--- config.mk ---
export PLATFORM = sky130hd
export DESIGN_NAME = rtc_calendar
export DESIGN_NICKNAME = d
export VERILOG_FILES = /design/src/rtl/rtc_pkg.sv /design/src/rtl/rtc_bcd_counter.sv /design/src/rtl/rtc_calendar.sv
export SDC_FILE = /design/constraint.sdc
export NUM_CORES = 1
export LEC_CHECK = 0
export CAP_MARGIN = 20
export CORE_UTILIZATION = 30
export CTS_CLUSTER_SIZE = 12
export DETAILED_ROUTE_END_ITERATION = 10
export PLACE_DENSITY = 0.48
export RECOVER_POWER = 50
export SYNTH_ARGS = -nofsm -noshare
export SYNTH_HDL_FRONTEND = slang
export SYNTH_SLANG_ARGS = --single-unit
--- constraint.sdc ---
create_clock -name clk_i -period 5.8 [get_ports clk_i]
set_input_delay 1.16 -clock clk_i [delete_from_list [all_inputs] [get_ports clk_i]]
set_output_delay 1.16 -clock clk_i [all_outputs]
set_load 0.02 [all_outputs]
--- src/rtl/rtc_pkg.sv ---
// Shared RTC constants: register word indices, field widths and BCD limits.
// Imported by the calendar top and its BCD counter sub-module.
package rtc_pkg;

  typedef enum logic [4:0] {
    REG_SEC    = 5'h00,
    REG_MIN    = 5'h01,
    REG_HOUR   = 5'h02,
    REG_DAY    = 5'h03,
    REG_CTRL   = 5'h04,
    REG_STATUS = 5'h05,
    REG_ALARM0 = 5'h08
  } rtc_reg_e;

  localparam int BCD_W       = 8;
  localparam int DAY_W       = 16;
  localparam int TIME_W      = 3 * BCD_W;
  localparam int CTRL_IE_LSB = 4;
  localparam int ALARM_EN    = 31;

  localparam logic [BCD_W-1:0] SEC_MAX_BCD  = 8'h59;
  localparam logic [BCD_W-1:0] MIN_MAX_BCD  = 8'h59;
  localparam logic [BCD_W-1:0] HOUR_MAX_BCD = 8'h23;

  // Both nibbles must be decimal; with valid nibbles BCD orders like binary.
  function automatic logic bcd_valid(input logic [BCD_W-1:0] value,
                                     input logic [BCD_W-1:0] max_bcd);
    return (value[3:0] <= 4'd9) && (value[7:4] <= 4'd9) && (value <= max_bcd);
  endfunction

endpackage

--- src/rtl/rtc_bcd_counter.sv ---
// Two-digit packed-BCD counter wrapping at MAX_BCD, with a load port that
// overrides the increment and suppresses the carry on that edge.
module rtc_bcd_counter
  import rtc_pkg::*;
#(
  parameter logic [BCD_W-1:0] MAX_BCD = 8'h59
) (
  input  logic             clk_i,
  input  logic             rst_i,
  input  logic             inc_i,
  input  logic             load_i,
  input  logic [BCD_W-1:0] load_val_i,
  output logic [BCD_W-1:0] value_o,
  output logic             carry_o
);

  logic [BCD_W-1:0] inc_val;

  // NOTE: combinational blocks assign a default first so no path leaves the
  // output unassigned, which would otherwise infer a latch.
  always_comb begin
    inc_val = value_o + 8'd1;
    if (value_o == MAX_BCD) begin
      inc_val = '0;
    end else if (value_o[3:0] == 4'd9) begin
      inc_val = {value_o[7:4] + 4'd1, 4'd0};
    end
  end

  // A loaded field did not wrap, so it must not carry into the next field.
  assign carry_o = inc_i && !load_i && (value_o == MAX_BCD);

  // NOTE: sequential state uses non-blocking assignments so every flop
  // samples pre-edge values regardless of block ordering.
  always_ff @(posedge clk_i or negedge rst_i) begin
    if (!rst_i) begin
      value_o <= '0;
    end else if (load_i) begin
      value_o <= load_val_i;
    end else if (inc_i) begin
      value_o <= inc_val;
    end
  end

endmodule

--- src/rtl/rtc_calendar.sv ---
// Wishbone real-time clock: BCD time of day, binary day counter, prescaler,
// and NUM_ALARMS alarm channels with maskable level interrupt.
module rtc_calendar
  import rtc_pkg::*;
#(
  parameter int CLOCK_FREQ = 50_000_000,
  parameter int NUM_ALARMS = 2
) (
  input  logic        clk_i,
  input  logic        rst_i,
  input  logic        cyc_i,
  input  logic        stb_i,
  input  logic        we_i,
  input  logic [3:0]  sel_i,
  input  logic [31:0] adr_i,
  input  logic [31:0] dat_i,
  output logic [31:0] dat_o,
  output logic        ack_o,
  output logic        irq_o
);

  localparam int PRESC_W = (CLOCK_FREQ > 1) ? $clog2(CLOCK_FREQ) : 1;
  localparam logic [PRESC_W-1:0] PRESC_LAST = PRESC_W'(CLOCK_FREQ - 1);

  logic [PRESC_W-1:0]    presc_q;
  logic                  run_q, tick, tick_q;
  logic [NUM_ALARMS-1:0] ie_q, pending_q, alarm_hit, status_clr, alarm_en_q;
  logic [TIME_W-1:0]     alarm_time_q [NUM_ALARMS];
  logic [BCD_W-1:0]      sec_q, min_q, hour_q;
  logic [DAY_W-1:0]      day_q, day_wval;
  logic                  sec_carry, min_carry, hour_carry;
  logic [4:0]            reg_idx;
  logic                  bus_req, wr_en, lane0_wr, day_we;
  logic                  sec_load, min_load, hour_load;
  logic                  unused_bits;

  assign reg_idx  = adr_i[6:2];
  assign bus_req  = cyc_i && stb_i && !ack_o;
  assign wr_en    = bus_req && we_i;
  assign lane0_wr = wr_en && sel_i[0];

  // Out-of-range or non-decimal time writes are simply never loaded.
  assign sec_load  = lane0_wr && (reg_idx == REG_SEC)  && bcd_valid(dat_i[7:0], SEC_MAX_BCD);
  assign min_load  = lane0_wr && (reg_idx == REG_MIN)  && bcd_valid(dat_i[7:0], MIN_MAX_BCD);
  assign hour_load = lane0_wr && (reg_idx == REG_HOUR) && bcd_valid(dat_i[7:0], HOUR_MAX_BCD);

  assign day_we   = wr_en && (reg_idx == REG_DAY) && (sel_i[1:0] != 2'b00);
  assign day_wval = {sel_i[1] ? dat_i[15:8] : day_q[15:8],
                     sel_i[0] ? dat_i[7:0]  : day_q[7:0]};

  assign tick       = run_q && (presc_q == PRESC_LAST);
  assign status_clr = (lane0_wr && (reg_idx == REG_STATUS)) ? dat_i[NUM_ALARMS-1:0] : '0;

  rtc_bcd_counter #(.MAX_BCD(SEC_MAX_BCD)) u_sec (
    .clk_i, .rst_i, .inc_i(tick), .load_i(sec_load), .load_val_i(dat_i[7:0]),
    .value_o(sec_q), .carry_o(sec_carry)
  );

  rtc_bcd_counter #(.MAX_BCD(MIN_MAX_BCD)) u_min (
    .clk_i, .rst_i, .inc_i(sec_carry), .load_i(min_load), .load_val_i(dat_i[7:0]),
    .value_o(min_q), .carry_o(min_carry)
  );

  rtc_bcd_counter #(.MAX_BCD(HOUR_MAX_BCD)) u_hour (
    .clk_i, .rst_i, .inc_i(min_carry), .load_i(hour_load), .load_val_i(dat_i[7:0]),
    .value_o(hour_q), .carry_o(hour_carry)
  );

  // Alarms compare against the time settled after a tick edge, so bus writes
  // to the time registers alone never raise a match.
  always_comb begin
    alarm_hit = '0;
    for (int n = 0; n < NUM_ALARMS; n++) begin
      alarm_hit[n] = tick_q && alarm_en_q[n] && ({hour_q, min_q, sec_q} == alarm_time_q[n]);
    end
  end

  always_ff @(posedge clk_i or negedge rst_i) begin
    if (!rst_i) begin
      ack_o     <= 1'b0;
      irq_o     <= 1'b0;
      presc_q   <= '0;
      tick_q    <= 1'b0;
      run_q     <= 1'b0;
      ie_q      <= '0;
      pending_q <= '0;
      day_q     <= '0;
    end else begin
      ack_o  <= bus_req;
      tick_q <= tick;
      if (sec_load) begin
        presc_q <= '0;
      end else if (run_q) begin
        presc_q <= tick ? '0 : presc_q + PRESC_W'(1);
      end
      if (lane0_wr && (reg_idx == REG_CTRL)) begin
        run_q <= dat_i[0];
        ie_q  <= dat_i[CTRL_IE_LSB +: NUM_ALARMS];
      end
      if (day_we) begin
        day_q <= day_wval;
      end else if (hour_carry) begin
        day_q <= day_q + 16'd1;
      end
      pending_q <= (pending_q & ~status_clr) | alarm_hit;
      irq_o     <= |(pending_q & ie_q);
    end
  end

  // NOTE: the alarm array is a handful of flops, not a RAM, so it takes the
  // async reset like any other register and reads back zero after reset.
  always_ff @(posedge clk_i or negedge rst_i) begin
    if (!rst_i) begin
      alarm_en_q <= '0;
      for (int n = 0; n < NUM_ALARMS; n++) alarm_time_q[n] <= '0;
    end else begin
      for (int n = 0; n < NUM_ALARMS; n++) begin
        if (wr_en && (reg_idx == 5'(REG_ALARM0) + 5'(n))) begin
          for (int b = 0; b < 3; b++) begin
            if (sel_i[b]) alarm_time_q[n][8*b +: 8] <= dat_i[8*b +: 8];
          end
          if (sel_i[3]) alarm_en_q[n] <= dat_i[ALARM_EN];
        end
      end
    end
  end

  always_comb begin
    dat_o = '0;
    case (reg_idx)
      REG_SEC:    dat_o[BCD_W-1:0] = sec_q;
      REG_MIN:    dat_o[BCD_W-1:0] = min_q;
      REG_HOUR:   dat_o[BCD_W-1:0] = hour_q;
      REG_DAY:    dat_o[DAY_W-1:0] = day_q;
      REG_CTRL: begin
        dat_o[0]                          = run_q;
        dat_o[CTRL_IE_LSB +: NUM_ALARMS]  = ie_q;
      end
      REG_STATUS: dat_o[NUM_ALARMS-1:0] = pending_q;
      default:    dat_o = '0;
    endcase
    for (int n = 0; n < NUM_ALARMS; n++) begin
      if (reg_idx == 5'(REG_ALARM0) + 5'(n)) begin
        dat_o = {alarm_en_q[n], 7'd0, alarm_time_q[n]};
      end
    end
  end

  assign unused_bits = ^{adr_i[31:7], adr_i[1:0], dat_i[30:24]};

endmodule

## After elaboration in Yosys (flattened, before gate mapping)

Cells that the tools add are included.

- Flip-flop bits (word level): 124
- Output and inout port bits: 34

- $add $sub $neg: 8
- Magnitude comparators: 4
- Equality and inequality tests: 18
- Mux-type cells: 28
- Bitwise gates (word level): 4
- Reduce and logical (&&, ||, !) cells: 52

Operators with widths:

| cell | count |
|---|---|
| $mux 8 | 15 |
| $mux 26 | 3 |
| $mux 32 | 2 |
| $eq 24x24->1 | 2 |
| $mux 16 | 2 |
| $logic_and 1x1->1 | 30 |
| $add 26x1->26 const B | 1 |
| $eq 26x26->1 const B | 1 |
| $add 8x1->8 const B | 3 |
| $reduce_and 2->1 | 10 |
| $add 16x1->16 const B | 1 |
| $eq 8x7->1 const B | 2 |
| $pmux 2 s4 | 2 |
| $add 4x1->4 const B | 3 |
| $eq 4x4->1 const B | 3 |
| $reduce_bool 2->1 | 6 |
| $eq 5x2->1 const B | 2 |
| $eq 5x3->1 const B | 2 |
| $eq 5x4->1 const B | 2 |
| $pmux 2 s5 | 1 |
| $eq 8x6->1 const B | 1 |
| $le 4x4->1 const B | 2 |
| $le 8x6->1 const B | 1 |
| $le 8x7->1 const B | 1 |
| other kinds (11) | 16 |

## Depth between registers and ports, before layout

Gate-level depths: netlist of run 1.

- Depth in word-level cells: 15
- Gate-level depth with buffers: 10
- Mapped depth without buffers: 8

## Cells and area by module

From an unflattened synthesis of run 1, not the netlist that was laid out.

- Cells, all modules: 798
- Area total of the unflattened synthesis: 7,617.3 um^2

By module, submodules not included:

| module | instances | cells each | area an instance (um^2) | seq. area each (um^2) |
|---|---|---|---|---|
| rtc_calendar | 1 | 587 | 5,808.1 | 2,502.4 |
| rtc_bcd_counter at u_min ... | 2 | 72 | 605.6 | 200.2 |
| rtc_bcd_counter at u_hour | 1 | 67 | 598.1 | 200.2 |

## Least setup slack after synthesis of run 1

Ideal clock, no wire load.

- Kind: input port to output port
- Start: input adr_i[5]
- End: output dat_o[7]
- Data arrival time: 3.042 ns
- Data required time: 4.640 ns
- Setup slack: 1.598 ns
- Stages: 7
- Path buffers: 3
- Path through: buf_6 -> nor4b_1 -> and2_1 -> clkbuf_1 -> clkbuf_1 -> a22oi_1 -> a41oi_1

- Longest elaborated chain between the ends: 4
- Elaborated cells on any way between the ends: 9
- Those cells by class: eq/ne (5); mux (3); reduce/logical (1)

RTL lines:

| what | RTL line | source |
|---|---|---|
| from (decl) | rtc_calendar.sv:15 | `input logic [31:0] adr_i,` |
| $eq 5x2->1, or another cell as far along | rtc_calendar.sv:130 | `case (reg_idx)` |
| $pmux 2 s4 | rtc_calendar.sv:130 |  |
| $mux 32 | rtc_calendar.sv:143 | `if (reg_idx == 5'(REG_ALARM0) + 5'(n)) begin` |
| $mux 32 * | rtc_calendar.sv:143 |  |
| to (decl) | rtc_calendar.sv:17 | `output logic [31:0] dat_o,` |

Every way passes the cells marked *; elsewhere a longest branch is shown, timed or not.

## Final worst setup path of run 1

- Start: input adr_i[5]
- End: output dat_o[6]

Same word-level chain as after synthesis.

==> results of run 1 <==
==> power by group through the flow <==
stage	clock network (mW)	logic, mW	registers [mW]
finish	1.11	0.202	0.949
global route	1.16	0.225	0.955
CTS	1.12	0.205	0.948
detailed placement	0	0.204	0.964
global placement	0	0.205	0.964
floorplan	0	0.119	0.945
==> logic make-up after synthesis <==
| family | count (synthesis) | share of synthesized area |
|---|---|---|
| xor+xnor | 64 | 0.07048 |
| buf+inv | 84 | 0.04500 |
| fa+ha+maj | 14 | 0.02203 |
| other cells | 1 | 0.0004715 |
| compound gates | 173 | 0.1531 |
| mux | 67 | 0.09282 |
| simple gates | 347 | 0.2259 |
| flops | 124 | 0.3902 |
==> metrics by stage <==
step / std cells / util / setup slack [ns] / instance area [um2] / hold WS (ns)
after floorplan: 880 / - / 1.598 / 7975 / 0.4826
final: 1258 / 0.3623 / 0.4626 / 9440 / 0.4497
after global routing: 1258 / 0.3623 / 0.3038 / 9440 / 0.4785
after CTS: 1258 / 0.3629 / 0.4696 / 9458 / 0.4580
after global placement: 1228 / 0.3400 / 0.4452 / 8860 / 0.4432
after detailed placement: 1228 / 0.3400 / 0.4999 / 8860 / 0.4395
==> routing by layer <==
layer / wire, um / up-vias / track usage / part of all wire
met5: 0 / - / 0 / 0
met1: 12720 / 3402 / 0.2942 / 0.49
met4: 466 / 0 / 0.05713 / 0.018
met2: 11520 / 206 / 0.2997 / 0.44
met3: 1268 / 31 / 0.02963 / 0.049
li1: - / 3272 / - / -
==> worst max path at each step <==
| stage | start | endpoint | slack (ns) | cells after the start |
|---|---|---|---|---|
| 6_report | adr_i[5] | dat_o[6] | 0.46 | 7 |
| 5_1_grt | adr_i[5] | dat_o[0] | 0.30 | 8 |
| 4_1_cts | adr_i[5] | dat_o[6] | 0.47 | 7 |
| 3_5_place_dp | adr_i[5] | dat_o[6] | 0.50 | 7 |
| 3_3_place_gp | adr_i[5] | dat_o[6] | 0.45 | 7 |
| 2_1_floorplan | adr_i[5] | dat_o[7] | 1.60 | 7 |
==> cells in the mapped netlist, drive strengths merged, types with 20 or more instances <==
cell type	n	area, um2
nand3	36	180.2
xnor2	58	508.0
o21ai	35	175.2
a22oi	22	165.2
inv	20	75.07
clkbuf	48	181.4
nand4	24	150.1
nor2	80	300.3
a21oi	31	166.4
nand2	93	351.6
mux2	54	608.1
dfrtp	124	3103
==> worst max-delay path, cell delays in order <==
cell and delay (ns):
clkdlybuf4s50_1 0.59, nor4b_1 0.43, buf_4 0.22, nor2b_1 0.49
a22oi_1 0.17, a41oi_1 0.44, clkdlybuf4s50_1 0.68
==> state kept, by name, indices dropped and copies added, names as in the netlist <==
register,flops
alarm_time_q,48
u_hour.value_o,8
run_q,1
pending_q,2
day_q,16
ie_q,2
alarm_en_q,2
u_min.value_o,8
u_sec.value_o,8
irq_o,1
tick_q,1
ack_o,1
presc_q,26
==> cell type report <==
class / instances / area share
multi-input combinational: 672 / 0.4789
tap: 335 / 0.04440
sequential: 124 / 0.3287
timing repair buffer: 77 / 0.07674
inverter: 20 / 0.007952
clock buffer: 19 / 0.04798
clock inverter: 11 / 0.01537
==> metrics.csv, run 1 <==
metric;value;unit
ys_types;76;
relSlewSlack;-0.6216;
syn-cell-area;7953;um2
holdPathEnd;ack_o;
grt_pass1_vias;6654;
cts_inserted_buffers;17;
path_max_fanout;10;
crit_required;4.64;ns
track_usage;0.1998;
rrSetupSlack;2.75;ns
vias;6911;
yosys_warnings;0;
swShare;0.2565;
ys_seq_area_frac;0.3902;
seq_power_share;0.421;
initial_core_util;0.3052;
cts-resized-gates;0;
fmax;0.1874;GHz
final_common_cell;dfrtp_1;
drc;0;
path_clk_slew;0.06;ns
min_delay_path_depth;1;
fin_nets;999;
ys_ff_latch;124;
syn2layout_area_growth;18.71;%
syn_inst;874;
grt_pass1_wl;40.34;mm
switchingPower;0.5786;mW
fin_skew;0.01238;ns
regArea;3103;um2
dieArea;27160;um2
power.share.clock;0.490;
r2r-start;u_hour.value_o[1];
h-tree-depth;4;
power;2.256;mW
num_antenna_cells;0;
multiInputGateArea;4521;um2
synth_edf_count;0;
synth_area_per_cell;9.099;um2
wl;25.98;mm
ant_nets;0;
hpwl;18.85;mm
grt_max_degree;92;
port_buffers;65;
firstDrtPassIters;6;
slew_viol_final;127;
setup_tns;0;ns
internal_power;1.677;mW
violations;capacitance limit, slew limit;
drt-wirelength-per-cell;20.65;um
period_needed;5.337;ns
fin_crit_sh;0.9202;
critical_path_class;in -> out;
hp-class;reg -> reg;
status;finished with violations;
clkSinkCount;124;
cp_data_arrival_time;4.18;ns
maxCapViolations;2;
antenna_found_initial;0;
num_rows;59;
ir_drop;0.1618;mV
die_w;164.8;um
ff2ff_path_depth;8;
root_buffer;clkbuf_16;
core-area;26060;um2
rsz0062_at_grt;no;
die_height;164.8;um
cts_tree;built;
crit_path_end_kind;output pin;
postCtsSetupBuffers;0;
pwr-share-comb;0.089;
gp_congestion;0.8616;
finalHoldViolCount;0;
clock_path_buffers;2;
synthFlopType;dfrtp_1;
reg2reg_to;day_q[6];
drtIter0Drc;596;
grt-ovfl-total;0;
boundaryPins;107;
drive_above_1_share;0.1203;
power.density;239.0;nW/um2
async_reset_ff_frac;1.000;
setup_viol;0;
cts_hold_buf;0;
vias_per_cell;5.494;
power_leakage;3.830;nW
crit_path_start_kind;input port;
hp-start;ack_o;
fillCellCount;2654;
clk_latency;0.42;ns
final_cell_mix;dfrtp_1, nand2_1, nor2_1;
tightest_slew;2.432;ns
No activity file was read; power rests on OpenSTA's default activity.
==> run 2, diff against run 1 <==
- CAP_MARGIN: 20 -> 0
- REMOVE_ABC_BUFFERS: unset -> 1
==> metrics.csv, run 2 (synthesized netlist as in run 1, its figures left out) <==
metric;value;unit;change
status;finished with violations;;unchanged
violations;capacitance limit, slew limit;;unchanged
maxCapViolations;2;;unchanged
clock_path_buffers;2;;unchanged
top_register;alarm_time_q;;unchanged
fin_crit_sh;0.9320;;was 0.9202
power_leakage;3.841;nW;was 3.830 nW
path_clk_slew;0.06;ns;about the same
track_usage;0.1975;;was 0.1998
fin_util;0.3619;;was 0.3623
clk_latency;0.42;ns;about the same
fin_nets;1001;;was 999
tightest_slew;2.443;ns;was 2.432 ns
drc;0;;unchanged
num_rows;59;;unchanged
crit_top_cell;clkdlybuf4s50_1;;unchanged
h-tree-depth;4;;unchanged
hp-class;reg -> reg;;unchanged
fmax;0.1850;GHz;was 0.1874 GHz
period_needed;5.405;ns;was 5.337 ns
clkSinkCount;124;;unchanged
slew_viol_final;127;;unchanged
final_common_cell;dfrtp_1;;unchanged
critical_path_class;in -> out;;unchanged
setup_tns;0;ns;unchanged
cp_slowest_cell;clkdlybuf4s50_1;;unchanged
finalHoldViolCount;0;;unchanged
final_cell_mix;dfrtp_1, nand2_1, nor2_1;;unchanged
relSlewSlack;-0.6286;;was -0.6216
vias;6832;;was 6911
num_antenna_cells;0;;unchanged
crit_path_end_kind;output pin;;unchanged
pwr-share-comb;0.092;;was 0.089
power.share.clock;0.473;;was 0.490
largest_reg_flops;48;;unchanged
reg_top3;alarm_time_q x48, presc_q x26, day_q x16;;unchanged
firstDrtPassIters;5;;was 6
die_w;164.8;um;unchanged
cts_tree;built;;unchanged
path_max_fanout;10;;unchanged
root_buffer;clkbuf_16;;unchanged
swShare;0.2655;;was 0.2565
initial_core_util;0.3052;;unchanged
drt-wirelength-per-cell;20.43;um;was 20.65 um
crit_path_start_kind;input port;;unchanged
fin_skew;0.01129;ns;was 0.01238 ns
layout_setup_ws;0.3946;ns;was 0.4626 ns
power.density;232.0;nW/um2;was 239.0 nW/um2
wl;25.78;mm;was 25.98 mm
boundaryPins;107;;unchanged
cts_hold_buf;0;;unchanged
cp_data_arrival_time;4.25;ns;was 4.18 ns
grt-ovfl-total;0;;unchanged
port_buffers;65;;unchanged
crit_chain;clkdlybuf4s50_1, nor4b_1, buf_4, nor2b_1, a22oi_1, a41oi_1, clkdlybuf4s50_1;;unchanged
ant_nets;0;;unchanged
dieArea;27160;um2;unchanged
internal_power;1.607;mW;was 1.677 mW
die_height;164.8;um;unchanged
dpl_worst_slack;0.4816;ns;was 0.4999 ns
crit_required;4.64;ns;about the same
hp-start;ack_o;;unchanged
cts-resized-gates;0;;unchanged
slowest_delay;0.69;ns;was 0.68 ns
cts_inserted_buffers;17;;unchanged
hpwl;18.78;mm;was 18.85 mm
switchingPower;0.5809;mW;was 0.5786 mW
r2r-start;presc_q[0];;was u_hour.value_o[1]
postCtsSetupBuffers;0;;unchanged
vias_per_cell;5.414;;was 5.494
grt_max_degree;94;;was 92
antenna_found_initial;0;;unchanged
crit_path_start;adr_i[5];;unchanged
gp_congestion;0.8481;;was 0.8616
drive_above_1_share;0.1251;;was 0.1203
rsz0062_at_grt;no;;unchanged
seq_power_share;0.434;;was 0.421
core-area;26060;um2;unchanged
rrSetupSlack;2.37;ns;was 2.75 ns
drtIter0Drc;665;;was 596
grt_pass1_vias;6410;;was 6654
ir_drop;0.1362;mV;was 0.1618 mV
fillCellCount;2682;;was 2654
grt_pass1_wl;39.89;mm;was 40.34 mm
setup_viol;0;;unchanged
syn2layout_area_growth;18.60;%;was 18.71%
[run 2: cell types whose count changed in the layout (fill, tap and decap cells not counted), moves of 2 or more]
| cell | previous run | this run |
|---|---|---|
| buf_4 | 9 | 12 |
| bufinv_16 | 3 | 1 |
| clkinv_2 | 3 | 6 |
| clkinvlp_4 | 3 | 1 |
[run 2: cell type report]
type | instances | area (um2) | area share
tap | 335 | 419.2 | 0.04444
inverter | 20 | 75.07 | 0.007960
multi-input combinational | 672 | 4527 | 0.4800
sequential | 124 | 3103 | 0.3290
timing repair buffer | 79 | 743.2 | 0.07880
clock inverter | 11 | 93.84 | 0.009950
clock buffer | 21 | 470.5 | 0.04988
[run 2: critical path: cells and delay by family]
family / cells / cell delay, ns
simple gates: 2 / 1.01
buf+inv: 3 / 1.51
compound gates: 2 / 0.56
[run 2: metrics by stage]
stage,area (um2),hold WS [ns],instances,power [mW]
finish,9432,0.4406,1262,2.188
global route,9432,0.4870,1262,2.271
CTS,9445,0.4483,1262,2.211
detailed placement,8881,0.4403,1230,1.170
global placement,8881,0.4421,1230,1.171
floorplan,7692,0.4826,816,1.052
[run 2: metal layers]
layer,vias to the layer above,share of wire,GRT usage
met5,-,0,0
met4,0,0.015,0.05296
met3,19,0.052,0.03064
met2,209,0.44,0.2886
met1,3341,0.50,0.2978
li1,3263,-,-
[run 2: worst paths after layout]
check,cells past startpoint,endpoint
max in group asynchronous,2,presc_q[23]
setup reg to reg,7,day_q[13]
setup / recovery,7,dat_o[3]
hold / removal,1,ack_o
hold reg to reg,1,ack_o
min in group asynchronous,1,u_hour.value_o[1]
[run 2: power by group through the flow]
stage | clock network (mW) | logic [mW] | registers (mW)
5_1_grt | 1.09 | 0.224 | 0.956
3_5_place_dp | 0 | 0.205 | 0.965
3_3_place_gp | 0 | 0.206 | 0.965
4_1_cts | 1.05 | 0.206 | 0.949
2_1_floorplan | 0 | 0.103 | 0.949
6_report | 1.04 | 0.202 | 0.950
==> run 3, diff against run 2 <==
- SKIP_LAST_GASP: unset -> 1
==> results of run 3 <==
The final DEF is identical to that of run 2; final timing and power are the same.
